$ cat src/rtl/and4_b_unit.sv
// ---------------------------------------------------------------------------
// and4_b_unit
// Four-input bitwise AND with a zero-latency combinational result, a
// registered valid-qualified copy and a saturating counter of captured
// all-ones results.
//
// Ports:
//   clk       in   1      rising-edge clock
//   rst_n     in   1      asynchronous active-low reset
//   a,b,c,d   in   WIDTH  operands
//   in_valid  in   1      operands valid; qualifies the registered path only
//   o         out  WIDTH  combinational a & b & c & d
//   o_q       out  WIDTH  registered result (holds when in_valid=0)
//   out_valid out  1      o_q was captured on the previous edge
//   all_ones  out  1      captured result was all ones (and out_valid=1)
//   hit_cnt   out  CNT_W  saturating count of captured all-ones results
// ---------------------------------------------------------------------------
module and4_b_unit #(
    parameter int WIDTH = 1,
    parameter int CNT_W = 8
) (
    input  logic             clk,
    input  logic             rst_n,
    input  logic [WIDTH-1:0] a,
    input  logic [WIDTH-1:0] b,
    input  logic [WIDTH-1:0] c,
    input  logic [WIDTH-1:0] d,
    input  logic             in_valid,
    output logic [WIDTH-1:0] o,
    output logic [WIDTH-1:0] o_q,
    output logic             out_valid,
    output logic             all_ones,
    output logic [CNT_W-1:0] hit_cnt
);

    localparam logic [CNT_W-1:0] CNT_MAX = {CNT_W{1'b1}};

    // True when every bit of the operand is set.
    function automatic logic is_all_ones(input logic [WIDTH-1:0] v);
        return (v == {WIDTH{1'b1}});
    endfunction

    logic [WIDTH-1:0] and_s;
    logic             hit_s;

    logic [WIDTH-1:0] o_q_r;
    logic             out_valid_r;
    logic             all_ones_r;
    logic [CNT_W-1:0] hit_cnt_r;

    logic [WIDTH-1:0] o_q_nxt_s;
    logic             out_valid_nxt_s;
    logic             all_ones_nxt_s;
    logic [CNT_W-1:0] hit_cnt_nxt_s;

    // Combinational AND of the four operands; independent of clock and reset.
    always_comb begin
        and_s = a & b & c & d;
        hit_s = in_valid & is_all_ones(and_s);
    end

    assign o = and_s;

    // Next-state for the registered path and the saturating hit counter.
    always_comb begin
        o_q_nxt_s       = o_q_r;
        out_valid_nxt_s = 1'b0;
        all_ones_nxt_s  = 1'b0;
        hit_cnt_nxt_s   = hit_cnt_r;
        if (in_valid) begin
            o_q_nxt_s       = and_s;
            out_valid_nxt_s = 1'b1;
            all_ones_nxt_s  = is_all_ones(and_s);
        end else begin
            o_q_nxt_s       = o_q_r;
            out_valid_nxt_s = 1'b0;
            all_ones_nxt_s  = 1'b0;
        end
        // Counter sticks at its maximum instead of wrapping.
        if (hit_s && (hit_cnt_r != CNT_MAX)) begin
            hit_cnt_nxt_s = hit_cnt_r + CNT_W'(1);
        end else begin
            hit_cnt_nxt_s = hit_cnt_r;
        end
    end

    // State registers; asynchronous reset clears everything immediately.
    always_ff @(posedge clk or negedge rst_n) begin
        if (!rst_n) begin
            o_q_r       <= {WIDTH{1'b0}};
            out_valid_r <= 1'b0;
            all_ones_r  <= 1'b0;
            hit_cnt_r   <= {CNT_W{1'b0}};
        end else begin
            o_q_r       <= o_q_nxt_s;
            out_valid_r <= out_valid_nxt_s;
            all_ones_r  <= all_ones_nxt_s;
            hit_cnt_r   <= hit_cnt_nxt_s;
        end
    end

    assign o_q       = o_q_r;
    assign out_valid = out_valid_r;
    assign all_ones  = all_ones_r;
    assign hit_cnt   = hit_cnt_r;

endmodule

$ cat config.mk
export PLATFORM = sky130hd
export DESIGN_NAME = and4_b_unit
export DESIGN_NICKNAME = d
export VERILOG_FILES = /design/src/rtl/and4_b_unit.sv
export SDC_FILE = /design/constraint.sdc
export NUM_CORES = 1
export LEC_CHECK = 0
export ABC_AREA = 1
export BUFFER_PORTS_ARGS = -buffer_cell sky130_fd_sc_hd__clkbuf_2
export CAP_MARGIN = 40
export CELL_PAD_IN_SITES_DETAIL_PLACEMENT = 0
export CELL_PAD_IN_SITES_GLOBAL_PLACEMENT = 1
export CORE_MARGIN = 10
export CORE_UTILIZATION = 36
export CTS_BUF_LIST = sky130_fd_sc_hd__clkbuf_8
export CTS_CLUSTER_SIZE = 40
export DETAILED_ROUTE_END_ITERATION = 10
export MAX_ROUTING_LAYER = met4
export PLACE_DENSITY_LB_ADDON = 0.1
export SLEW_MARGIN = 20
export SYNTH_ARGS = -nofsm -noshare
export SYNTH_HDL_FRONTEND = slang
export SYNTH_SLANG_ARGS = --single-unit
$ cat constraint.sdc
create_clock -name clk -period 1.6 [get_ports clk]
set_clock_uncertainty 0.05 [all_clocks]
set_input_delay 0.24 -clock clk [delete_from_list [all_inputs] [get_ports clk]]
set_output_delay 0.24 -clock clk [all_outputs]
set_load 0.01 [all_outputs]
==> flow_summary_export.csv <==
group,metric,value,unit
synth,synth_top_area_cell,"dfrtp_1",
place,placed_cell_area,717,sq um
power,power_density,954,mW/mm^2
power,netSwitchingFraction,29.1,%
critical_path,path_common_cell,"nand2_1",
global_routing,track_usage,9.06,%
worst_hold_path,min_to,"out_valid",
timing,relSlewSlack,81.3,%
die,row_count,14,
synth,ys_seq_elements,11,
drt,wl_met3,68,microns
clock_tree,cts_tree,"yes",
drt,ant_nets,0,
synth,syn_area,607,sq um
clock_tree,clk-insertion-delay-late,0.25,ns
synth,async_flop_share,100,%
finish,area.growth.synth_to_final,27.4,%
worst_hold_path,whs_path_depth,1,
critical_path,critPathBufInv,0,
synth,synth_top_area_share,45.4,%
power,clock_power_share,39.4,%
critical_path,crit_path_start_kind,"flip-flop",
critical_path,end_kind,"flip-flop",
power,combPwrFrac,15.4,%
drt,drt-pass1-iter-count,4,
critical_path,cpPeakStageDelay,0.40,ns
clock_tree,htreeDepth,1,
synth,synth.area.top_cells,"dfrtp_1, nand2_1, nor2_1",
die,core_area,0.00154,sq mm
power,peakVddDrop,0.000671,V
worst_hold_path,hp-class,"input pin to flip-flop",
die,boundaryPins,19,
drt,post-route-drc-count,0,
power,p_sw,215,uW
place,port-buffer-count,18,
critical_path,crit_slowest_cell,"dfrtp_1",
global_routing,antenna_found_initial,0,
synth,synth.yosys.warnings,0,
outcome,status,"complete, no violations",
clock_tree,clock_sinks,11,
clock_tree,cts_resized,0,
timing,hold_ws,0.110,ns
die,start_util,39.4,%
timing,rsz0062_at_grt,"no",
worst_hold_path,min_from,"in_valid",
place,dpl.hpwl,1.09,mm
synth,syn_inst,81,
timing,final-setup-viol-count,0,
die,die-area,0.00373,sq mm
synth,synth_edf_count,0,
critical_path,crit_chain,"ha_1 -> nand3_1 -> nor2_1 -> nor2_4 -> nand2_1 -> nand2_1",
drt,wirelength_met1,667,microns
drt,first_iter_violations,6,
power,power.total,737,uW
critical_path,critPathTopFamily,"simple AND/OR/NAND/NOR gates",
finish,drive_gt1_share,28.8,%
drt,vias,557,
power,p_seq_share,45.2,%
power,internal_power,523,uW
critical_path,r2r_cells,6,
synth,synth.top_cells.by_count,"nand2_1, dfrtp_1, nor2_1",
critical_path,cp.arrival,1.38,ns
synth,syn_area_per_cell,7.49,sq um
place,place.gp.congestion,0.763,
critical_path,r2r_slack,0.30,ns
drt,wl,1.42,mm
global_routing,grt_pass1_wl,2.39,mm
timing,fin_setup_tns,0,ns
critical_path,cp_max_fo,7,
clock_tree,cts.clk_slew.worst_paths,0.06,ns
finish,postLayoutCoreUtil,50.2,%
drt,viasPerCell,4.64,
synth,yosysMostFrequentCell,"nand2_1",
timing,max_freq,0.769,GHz
critical_path,critPathRequiredTime,1.68,ns
timing,worstMarginPinSlew,0.280,ns
timing,slew_violations,0,
global_routing,grt_max_degree,12,
drt,routed.top_layer,"met4",
global_routing,grt_pass1_vias,550,
finish,diodes,0,
power,p_leak,0.000417,uW
clock_tree,clockBufferDepth,2,
timing,finalCritPeriodShare,81.3,%
synth,synth_cell_types,13,
die,die_x,61.1,microns
synth,yosysSeqAreaShare,45.4,%
synth,syn-num-nets,89,
die,die_h,61.1,microns
critical_path,crit_type,"flip-flop to flip-flop",
clock_tree,numCtsBuffers,3,
timing,final-hold-violation-count,0,
drt,dr_wl_met2,639,microns
critical_path,timing.rr.end,"hit_cnt[7]",
finish,nNetsFinal,113,
finish,design_area,773,sq um
global_routing,grt-ovfl-total,0,
timing,fin_crit,1.30,ns
critical_path,r2r-start,"hit_cnt[0]",
finish,fillCellCount,158,
synth,ys.flop_type,"dfrtp_1",
run,drv_cap,0,
clock_tree,clock-root-buffer,"clkbuf_8",
drt,routedWlPerCell,11.9,microns
cells by family after synthesis:
kind of cell | Yosys count | share of synthesized area [%]
XOR/XNOR | 2 | 2.89
AND/OR/NAND/NOR | 57 | 43.1
flip-flops | 11 | 45.4
buffers and inverters | 8 | 4.95
adder cells (fa/ha/maj) | 1 | 2.06
AO/OA/AOI/OAI | 2 | 1.65
stage by stage:
| step | worst slack (ns) | cells |
|---|---|---|
| 2_1_floorplan | 0.340 | 81 |
| 3_3_place_gp | 0.347 | 115 |
| 3_5_place_dp | 0.311 | 115 |
| 4_1_cts | 0.289 | 120 |
| 5_1_grt | 0.164 | 120 |
| 6_report | 0.299 | 120 |
cell type report:
class,count,area [sq um],share of cell area (%)
clock buffers,3,41.3,5.34
repair buffers,19,100,12.9
multi-input cells,62,302,39.0
well taps,16,20.0,2.59
inverters,8,30.0,3.88
flip-flops and latches,11,275,35.6
clock inverters,1,5.00,0.647
routing by layer:
metal  vias up  track usage (%)
li1        290                -
met1       248             10.1
met2        14             13.5
met3         5             2.47
met4         0             6.58
met5         -                -
registers in the layout (all words and copies together), names as in the netlist:
register / cells
all_ones: 1
hit_cnt: 8
o_q: 1
out_valid: 1
power by group through the flow:
stage	clock network, uW	logic (uW)	registers [uW]
floorplan	0	53.0	345
CTS	303	117	333
detailed placement	0	114	338
finish	290	114	333
global route	310	135	339
global placement	0	117	336
placed cells by master, fill, tap and decap left out:
cell and n:
ha_1 1, nand2_2 2, nor2_1 10, clkbuf_8 3, clkinv_2 1, nand2_4 1
inv_1 7, o21ai_0 2, clkbuf_2 18, nand2_1 35, inv_2 1, nand3_1 5
dfrtp_1 11, nand3_2 1, xnor2_1 2, dlygate4sd3_1 1, nor2_4 3
how the worst max path moves through the flow:
stage / startpoint / end / slack (ns) / cells after the start
floorplan: hit_cnt[0] / hit_cnt[7] / 0.34 / 6
global placement: hit_cnt[0] / hit_cnt[0] / 0.35 / 6
detailed placement: hit_cnt[0] / hit_cnt[7] / 0.31 / 6
CTS: hit_cnt[0] / hit_cnt[7] / 0.29 / 6
global route: hit_cnt[0] / hit_cnt[7] / 0.16 / 6
finish: hit_cnt[0] / hit_cnt[7] / 0.30 / 6
repair_timing:
item | CTS | global route
hold buffers | 1 | 0
endpoints found under the setup margin | 0 | 0
buffers inserted | 0 | 0
hold endpoints to repair | 11 | 0
(Power assumes the default switching activity.)
